--- config.mk ---
export PLATFORM = sky130hd
export DESIGN_NAME = piezo_sched
export DESIGN_NICKNAME = d
export VERILOG_FILES = /design/src/rtl/piezo_sched.sv
export SDC_FILE = /design/constraint.sdc
export NUM_CORES = 1
export LEC_CHECK = 0
export BUFFER_PORTS_ARGS = -buffer_cell sky130_fd_sc_hd__buf_2
export CORE_MARGIN = 3
export CORE_UTILIZATION = 50
export CTS_BUF_LIST = sky130_fd_sc_hd__clkbuf_16
export DETAILED_ROUTE_END_ITERATION = 16
export GPL_ROUTABILITY_DRIVEN = 0
export HOLD_SLACK_MARGIN = 0.15
export PLACE_DENSITY = 0.67
export SKIP_CTS_REPAIR_TIMING = 1
export SLEW_MARGIN = 10
export SYNTH_ARGS = -nofsm -noshare
export SYNTH_HDL_FRONTEND = slang
export SYNTH_SLANG_ARGS = --single-unit
--- constraint.sdc ---
create_clock -name clk -period 6.5 [get_ports clk]
set_input_delay 1.3 -clock clk [delete_from_list [all_inputs] [get_ports clk]]
set_output_delay 1.3 -clock clk [all_outputs]
set_load 0.01 [all_outputs]
--- src/rtl/piezo_sched.sv ---
// Round-robin alert tone scheduler: time-slices one piezo buzzer between NUM_CH level requests.
// Optional silent gap between slots is compiled in with the PIEZO_GAP_EN macro.
module piezo_sched #(
  parameter int unsigned NUM_CH    = 3,
  parameter int unsigned BASE_HALF = 8192,
  parameter int unsigned SLOT_CLKS = 16777216,
  parameter int unsigned GAP_CLKS  = 2097152
) (
  input  logic                                             clk,
  input  logic                                             rst_n,
  input  logic [NUM_CH-1:0]                                req,
  output logic                                             piezo,
  output logic                                             piezo_n,
  output logic                                             busy,
  output logic [((NUM_CH > 1) ? $clog2(NUM_CH) : 1)-1:0]   cur_ch
);

  localparam int unsigned CW       = (NUM_CH > 1) ? $clog2(NUM_CH) : 1;
  localparam int unsigned TONE_MAX = BASE_HALF << (NUM_CH - 1);
  localparam int unsigned TW       = (TONE_MAX > 1) ? $clog2(TONE_MAX) : 1;
  localparam int unsigned CNT_MAX  = (SLOT_CLKS > GAP_CLKS) ? SLOT_CLKS : GAP_CLKS;
  localparam int unsigned SW       = (CNT_MAX > 1) ? $clog2(CNT_MAX) : 1;

  localparam logic [SW-1:0] SlotLast = SW'(SLOT_CLKS - 1);
`ifdef PIEZO_GAP_EN
  localparam logic [SW-1:0] GapLast  = SW'(GAP_CLKS - 1);
`endif

`ifdef PIEZO_GAP_EN
  typedef enum logic [1:0] {StIdle, StPlay, StGap} state_e;
`else
  typedef enum logic [1:0] {StIdle, StPlay} state_e;
`endif

  state_e          state_q, state_d;
  logic [CW-1:0]   cur_ch_q, cur_ch_d;
  logic            piezo_q, piezo_d;
  logic            busy_q, busy_d;
  logic [TW-1:0]   tone_q, tone_d;
  logic [SW-1:0]   cnt_q, cnt_d;

  logic [CW-1:0]   first_ch;
  logic [CW-1:0]   next_ch;
  logic            next_found;
  logic [TW-1:0]   half_m1;
  logic            slot_end;
  int unsigned     sel_idx;

  // Lowest set request for IDLE exit; rotating scan starting after cur_ch for slot hand-over.
  always_comb begin
    first_ch   = '0;
    next_ch    = cur_ch_q;
    next_found = 1'b0;
    sel_idx    = 0;
    for (int i = int'(NUM_CH) - 1; i >= 0; i--) begin
      if (req[i]) begin
        first_ch = CW'(i);
      end
    end
    for (int off = int'(NUM_CH); off >= 1; off--) begin
      sel_idx = int'(cur_ch_q) + off;
      if (sel_idx >= NUM_CH) begin
        sel_idx = sel_idx - NUM_CH;
      end
      if (req[CW'(sel_idx)]) begin
        next_ch    = CW'(sel_idx);
        next_found = 1'b1;
      end
    end
  end

  assign half_m1  = TW'((BASE_HALF << cur_ch_q) - 1);
  // Abort and terminal count collapse into one slot end.
  assign slot_end = (cnt_q == SlotLast) || !req[cur_ch_q];

  always_comb begin
    state_d  = state_q;
    cur_ch_d = cur_ch_q;
    piezo_d  = piezo_q;
    tone_d   = tone_q;
    cnt_d    = cnt_q;
    case (state_q)
      StIdle: begin
        piezo_d = 1'b0;
        tone_d  = '0;
        cnt_d   = '0;
        if (|req) begin
          state_d  = StPlay;
          cur_ch_d = first_ch;
        end
      end
      StPlay: begin
        if (slot_end) begin
          piezo_d = 1'b0;
          tone_d  = '0;
          cnt_d   = '0;
`ifdef PIEZO_GAP_EN
          state_d = StGap;
`else
          if (next_found) begin
            cur_ch_d = next_ch;
          end else begin
            state_d = StIdle;
          end
`endif
        end else begin
          cnt_d = cnt_q + 1'b1;
          if (tone_q == half_m1) begin
            piezo_d = ~piezo_q;
            tone_d  = '0;
          end else begin
            tone_d = tone_q + 1'b1;
          end
        end
      end
`ifdef PIEZO_GAP_EN
      StGap: begin
        piezo_d = 1'b0;
        tone_d  = '0;
        if (cnt_q == GapLast) begin
          cnt_d = '0;
          if (next_found) begin
            state_d  = StPlay;
            cur_ch_d = next_ch;
          end else begin
            state_d = StIdle;
          end
        end else begin
          cnt_d = cnt_q + 1'b1;
        end
      end
`endif
      default: begin
        state_d = StIdle;
        piezo_d = 1'b0;
        tone_d  = '0;
        cnt_d   = '0;
      end
    endcase
    busy_d = (state_d != StIdle);
  end

  always_ff @(posedge clk or negedge rst_n) begin
    if (!rst_n) begin
      state_q  <= StIdle;
      cur_ch_q <= '0;
      piezo_q  <= 1'b0;
      busy_q   <= 1'b0;
      tone_q   <= '0;
      cnt_q    <= '0;
    end else begin
      state_q  <= state_d;
      cur_ch_q <= cur_ch_d;
      piezo_q  <= piezo_d;
      busy_q   <= busy_d;
      tone_q   <= tone_d;
      cnt_q    <= cnt_d;
    end
  end

  assign piezo   = piezo_q;
  assign piezo_n = ~piezo_q;
  assign busy    = busy_q;
  assign cur_ch  = cur_ch_q;

endmodule

==> key figures, run 1 <==
Placed design
  – DP Wirelength: around 2800 um
  – Port bufs: 9

Routing
  – # DRC: 0
  – 1st-pass router iterations: 4
  – Initial drt markers: between 50 and 60
  – Antenna Violating Nets Remaining: 0
  – Final WL: 3980 um
  – WL/cell: around 12 um
  – Vias: 1,717
  – Via-per-instance ratio: 5.37

Die
  – Starting Density: roughly 54%
  – Core area: around 0.0045 mm^2
  – Die Ht: roughly 75 um
  – Die Area: approximately 0.0057 mm^2
  – Std cell rows: 24
  – Number of I/O pins: 10
  – Die width: ~75 um

Yosys
  – Area fraction of the dominant cell type after synthesis: ~47%
  – Synth Flop Type: dfrtp_1
  – Synth async-reset ratio: between 90% and 100%
  – Count of cell types in the netlist: 39
  – Synthesized instance count: roughly 260
  – Largest cells by area after synthesis: dfrtp_1 (47%), nor2_1 (7.3%), xor2_1 (7.3%)
  – Count leader, synth: nor2_1
  – Synthesized area per cell: around 9.4 um^2
  – Top cells by count, synth: nor2_1 (47), dfrtp_1 (45), xor2_1 (20), nand2_1 (18), nand3_1 (14)
  – Sequential element share of the synthesized area: 46.7%
  – Post-synth EDFFs: 0
  – Yosys warnings: 0
  – Post-Syn Area: ~0.0024 mm^2
  – #FFs+latches synth: between 40 and 50
  – Leading area contributor after synthesis: dfrtp_1
  – Syn Nets: between 200 and 300

Setup path
  – Kind of critical path: primary input to flop
  – CP required: 6.71 ns
  – Critical path fanouts, max: 26
  – Worst setup EP type: flop
  – Worst Path Arrival: 2.85 ns
  – FF-to-FF path depth: 6
  – Crit path launch type: primary input

Power
  – Sw Share: between 20% and 30%
  – Gate power share: a little over a fifth
  – Internal: a little under 0.0006 W
  – Clock power frac: about 40%
  – Pwr dens: just over 300 mW/mm^2
  – Maximum VDD drop: between 0.2 and 0.3 mV
  – Sequential power share: about two fifths
  – Leak: between 1 and 1.5 nW
  – Switching pwr: 0.000232 W

Final layout
  – Sequential cell area: 0.00113 mm^2
  – Layout area overhead: 11.5%
  – Area of the multi-input gates: ~0.0012 mm^2
  – Layout cells sized above 1: about 9%
  – Fillers: between 300 and 400
  – Antenna fix cells: 0
  – Layout Utilization: about three fifths
  – Fin nets: ~280

Timing
  – Endpoints failing setup: 0
  – Final Max Slew Viols: 0
  – Worst-margin pin slew: 0.963 ns
  – Final min period: roughly 2.6 ns
  – Fin Setup TNS: 0 ns
  – Peak Freq: around 380 MHz
  – RSZ-0062 raised after global routing: false
  – Final worst path period share: about two fifths
  – Final hold viol count: 0
  – Rel. slew slack: between 30% and 40%
  – Clock Skews: between 0.004 and 0.005 ns

Clock tree
  – Clk slew on worst S/H paths: around 0.060 ns
  – TritonCTS clock tree: done
  – Insertion delay to the later sink of the worst-skew pair: ~0.29 ns
  – Clock tree buffer depth: 2
  – Clock sink count: between 40 and 50
  – CTS Buf Count: 5
  – H-Tree Depth: 2
  – Clock root buffer: clkbuf_16

Global route
  – GRT Resource Usage Total: 16.3%
  – Vias in the first global route: 1,671
  – Antenna violations before repair: 0
  – Grt ovf: 0
  – Largest net degree at the start of global routing: 46
  – First-pass GRT wire length: between 7000 and 8000 um

Run
  – Max cap viols: 0

Hold path
  – WHS Path Cells: 1
  – Min-delay worst type: flop to flop

Outcome
  – Status: complete, no violations
placed cells by master (no fill, tap or decap), types with 2 or more instances in the layout:
cell,n
a21oi_1,10
a22oi_1,2
a31oi_1,3
and2_1,2
and3_1,3
and4_1,3
buf_2,9
bufinv_16,2
clkbuf_16,5
dfrtp_1,45
ha_1,7
inv_1,11
mux2i_1,3
nand2_1,18
nand2b_1,2
nand3_1,14
nand4_1,8
nor2_1,47
nor2b_1,7
nor3_1,2
nor4_1,2
o21ai_0,11
o22ai_1,2
o31ai_1,2
or3_1,3
xnor2_1,11
xor2_1,20
critical path, cell delays in order:
cell      delay [ns]
buf_2           0.15
mux2i_1         0.09
o22ai_1         0.15
nand2_1         0.18
o21bai_4        0.38
nand2b_1        0.41
nor2_1          0.19
path summary, 6_finish.rpt:
kind	start	end	slack, ns
min in group asynchronous	rst_n	cnt_q[14]$_DFF_PN0_	1.17
worst min register to register	tone_q[0]$_DFF_PN0_	tone_q[0]$_DFF_PN0_	0.46
worst max-delay path	req[2]	tone_q[11]$_DFF_PN0_	3.86
worst max register to register	cnt_q[5]$_DFF_PN0_	tone_q[11]$_DFF_PN0_	4.14
worst min-delay path	tone_q[0]$_DFF_PN0_	tone_q[0]$_DFF_PN0_	0.46
max in group asynchronous	rst_n	cur_ch[1]$_DFFE_PN0P_	4.73
metrics by stage:
step	hold WS [ns]	setup slack (ns)	instance area, um^2	power [W]	instances
CTS	0.461	3.83	2690	0.000826	320
finish	0.460	3.86	2690	0.000815	320
floorplan	0.433	3.85	2410	0.000453	257
global route	0.505	3.66	2690	0.000858	320
detailed placement	0.452	3.55	2490	0.000495	312
global placement	0.451	3.58	2490	0.000497	312
state kept, by name, summed over array words and instances (netlist names):
| signal | cells |
|---|---|
| tone_q | 15 |
| state_q | 2 |
| cnt_q | 24 |
| busy | 1 |
| cur_ch | 2 |
| piezo | 1 |
routing by layer:
metal  routed length, um  vias up  share of wire [%]  global-route usage [%]
met1                1920      801                 48                    21.0
li1                    -      896                  -                       -
met4                  74        0                1.9                    6.99
met3                 137        5                3.4                    5.15
met2                1840       15                 46                    25.3
met5                   0        -                  0                       0
kinds of logic (layout without fill, tap and decap cells):
| group | after synthesis | count (layout) | synth area share [%] |
|---|---|---|---|
| AOI/OAI and AO/OA | 35 | 35 | 9.24 |
| xor gates and xnor gates | 31 | 31 | 11.3 |
| adders and majority gates | 7 | 7 | 3.63 |
| buffers and inverters | 17 | 28 | 2.80 |
| DFF | 45 | 45 | 46.7 |
| muxes | 4 | 4 | 1.87 |
| other | 1 | 1 | 0.156 |
| and+or+nand+nor | 117 | 117 | 24.3 |
area by class of cell:
type                    instances  share of cell area (%)
flip-flops and latches         45                    41.9
inverters                      11                    1.54
clock inverters                 3                    2.56
clock buffers                   5                    4.65
well taps                      52                    2.42
multi-input cells             195                    45.3
repair buffers                  9                    1.68
power by group through the flow:
stage	Combinational, W	Sequential, W	Clock (W)
2_1_floorplan	0.000138	0.000315	0
3_3_place_gp	0.000180	0.000317	0
3_5_place_dp	0.000179	0.000316	0
4_1_cts	0.000180	0.000311	0.000335
5_1_grt	0.000203	0.000313	0.000342
6_report	0.000179	0.000311	0.000325
(Power assumes the default switching activity.)
==> inputs of run 2 (changes only) <==
--- a/config.mk
+++ b/config.mk
@@ -5,6 +5,7 @@
 export SDC_FILE = /design/constraint.sdc
 export NUM_CORES = 1
 export LEC_CHECK = 0
+export ABC_AREA = 1
 export BUFFER_PORTS_ARGS = -buffer_cell sky130_fd_sc_hd__buf_2
 export CORE_MARGIN = 3
 export CORE_UTILIZATION = 50
==> constraint.sdc (replaced) <==
create_clock -name clk -period 2.53 [get_ports clk]
set_input_delay 0.506 -clock clk [delete_from_list [all_inputs] [get_ports clk]]
set_output_delay 0.506 -clock clk [all_outputs]
set_load 0.01 [all_outputs]
==> key figures, run 2 <==
Timing
  – Final worst path period share: between 80% and 90%
  – Final min period: 2.14 ns
  – Endpoints failing setup: 0
  – Final Max Slew Viols: 0
  – Clock Skews: 0.00659 ns
  – Peak Freq: about 470 MHz
  – Fin Setup TNS: 0 ns
  – RSZ-0062 raised after global routing: false
  – Final hold viol count: 0

Setup path
  – CP required: roughly 2.7 ns
  – Worst Path Arrival: approximately 2.3 ns
  – Critical path, cell by cell: inv_1 > ha_1 > inv_1 > o21bai_1 > nand2_1 > nand2_1 > nand3_1 > nand2_1 > nor2_2 > nand2_1 > nand2_1
  – CP Launch Point: cur_ch[0]$_DFFE_PN0P_
  – Kind of critical path: flop to flop
  – Crit path depth: 11
  – Max incr delay on CP: about 0.55 ns
  – Critical path fanouts, max: 9
  – Crit path launch type: flop
  – R2r startpoint: cur_ch[0]$_DFFE_PN0P_
  – Critical path buffers and inverters: 2
  – Worst setup EP type: flop
  – CP dominant cell by count: nand2_1
  – Critical path's slowest cell: dfrtp_1
  – FF-to-FF path depth: 11
  – Largest delay contributor family on the critical path: simple AND/OR/NAND/NOR gates

Die
  – Std cell rows: 25
  – Starting Density: 53.9%
  – Die width: 79.0 um
  – Number of I/O pins: 10
  – Core area: just under 0.005 mm^2
  – Die Ht: ~79 um
  – Die Area: just over 0.006 mm^2

Run
  – Max cap viols: 0

Clock tree
  – Clock root buffer: clkbuf_16
  – Clock tree buffer depth: 2
  – CTS Buf Count: 5
  – Insertion delay to the later sink of the worst-skew pair: 0.28 ns
  – Clk slew on worst S/H paths: approximately 0.060 ns
  – Clock sink count: 45
  – TritonCTS clock tree: done
  – H-Tree Depth: 2

Placed design
  – DP Wirelength: 3760 um
  – Port bufs: 9

Yosys
  – Synth Flop Type: dfrtp_1
  – Post-synth EDFFs: 0
  – Area fraction of the dominant cell type after synthesis: a little over two fifths
  – Largest cells by area after synthesis: dfrtp_1 (42%), nand2_1 (11%), nor2_1 (9.3%)
  – Post-Syn Area: ~0.0027 mm^2
  – Synth async-reset ratio: 100%
  – Count of cell types in the netlist: 28
  – Yosys warnings: 0
  – Synthesized area per cell: ~7.9 um^2
  – Sequential element share of the synthesized area: between 40% and 50%
  – #FFs+latches synth: 45
  – Top cells by count, synth: nand2_1 (81), nor2_1 (66), dfrtp_1 (45), inv_1 (36), nand3_1 (19)
  – Synthesized instance count: ~340
  – Leading area contributor after synthesis: dfrtp_1
  – Syn Nets: roughly 350
  – Count leader, synth: nand2_1

Routing
  – Vias: 2,090
  – 1st-pass router iterations: 4
  – # DRC: 0
  – Via-per-instance ratio: just under 5
  – Antenna Violating Nets Remaining: 0
  – WL/cell: ~12 um
  – Initial drt markers: roughly 150
  – Final WL: approximately 5000 um

Final layout
  – Largest register FFs: 24
  – Largest Register: cnt_q
  – Antenna fix cells: 0
  – Fin nets: about 370
  – Layout area overhead: 10.8%
  – Commonest non-fill, non-tap cell in the layout: nand2_1
  – Largest regs: cnt_q x24, tone_q x15
  – Fillers: 473
  – Layout cells sized above 1: 12.1%
  – Most frequent cells in the layout: nand2_1 (81), nor2_1 (66), dfrtp_1 (45)

Global route
  – First-pass GRT wire length: about 9100 um
  – Largest net degree at the start of global routing: 29
  – Antenna violations before repair: 0
  – Grt ovf: 0
  – Vias in the first global route: 2,015
  – GRT Resource Usage Total: 18.2%

Outcome
  – Status: complete, no violations

Power
  – Pwr dens: slightly above 700 mW/mm^2
  – Total power: roughly 0.0021 W
  – Maximum VDD drop: about 0.48 mV
  – Leak: roughly 1.3 nW

Hold path
  – Min-delay worst type: primary input to asynchronous set/reset pin
-- run 2: layout make-up --
type / instances / area [um^2] / share of cell area, %
Clock inverter: 3 / 41.3 / 1.40
Inverter: 37 / 140 / 4.75
Multi-Input combinational cell: 253 / 1370 / 46.3
Sequential cell: 45 / 1130 / 38.2
Timing Repair Buffer: 12 / 67.6 / 2.29
Tap cell: 67 / 83.8 / 2.84
Clock buffer: 5 / 125 / 4.24
-- run 2: final timing paths --
path	to	slack [ns]
min in group clk	cnt_q[0]$_DFF_PN0_	0.46
max	cur_ch[0]$_DFFE_PN0P_	0.39
max reg2reg	cur_ch[0]$_DFFE_PN0P_	0.39
min	cnt_q[9]$_DFF_PN0_	0.18
min reg2reg	cnt_q[0]$_DFF_PN0_	0.46
max in group asynchronous	cnt_q[5]$_DFF_PN0_	1.79
-- run 2: power by group --
group / internal (W) / total (W) / switching [W]
Sequential: 0.000757 / 0.000808 / 0.0000506
Clock: 0.000462 / 0.000722 / 0.000260
Combinational: 0.000192 / 0.000573 / 0.000380
-- run 2: per-layer routing --
layer | vias up | part of all wire (%) | track usage (%)
met2 | 26 | 46 | 29.0
met5 | - | 0 | 0
li1 | 1089 | - | -
met4 | 0 | 0.82 | 6.19
met3 | 2 | 2.4 | 3.40
met1 | 973 | 51 | 24.9
-- run 2: through the flow --
step                      area (um^2)  utilization, %  hold WS, ns  setup slack (ns)  instances
final                            2950            59.7        0.184             0.391        422
after floorplan                  2660               -        0.210             0.613        339
after global placement           2780            56.3        0.453             0.542        414
after global routing             2950            59.7        0.218             0.147        422
after detailed placement         2780            56.3        0.460             0.439        414
after CTS                        2950            59.7        0.198             0.423        422
-- run 2: cells by family (layout without fill, tap and decap cells) --
logic type | after synthesis | in the layout | share of synthesized area (%)
other | 1 | 1 | 0.141
flip-flops | 45 | 45 | 42.3
buffers and inverters | 41 | 57 | 6.44
AO/OA/AOI/OAI | 12 | 12 | 3.76
XOR/XNOR | 27 | 27 | 8.88
adder cells (fa/ha/maj) | 7 | 7 | 3.29
AND/OR/NAND/NOR | 206 | 206 | 35.2
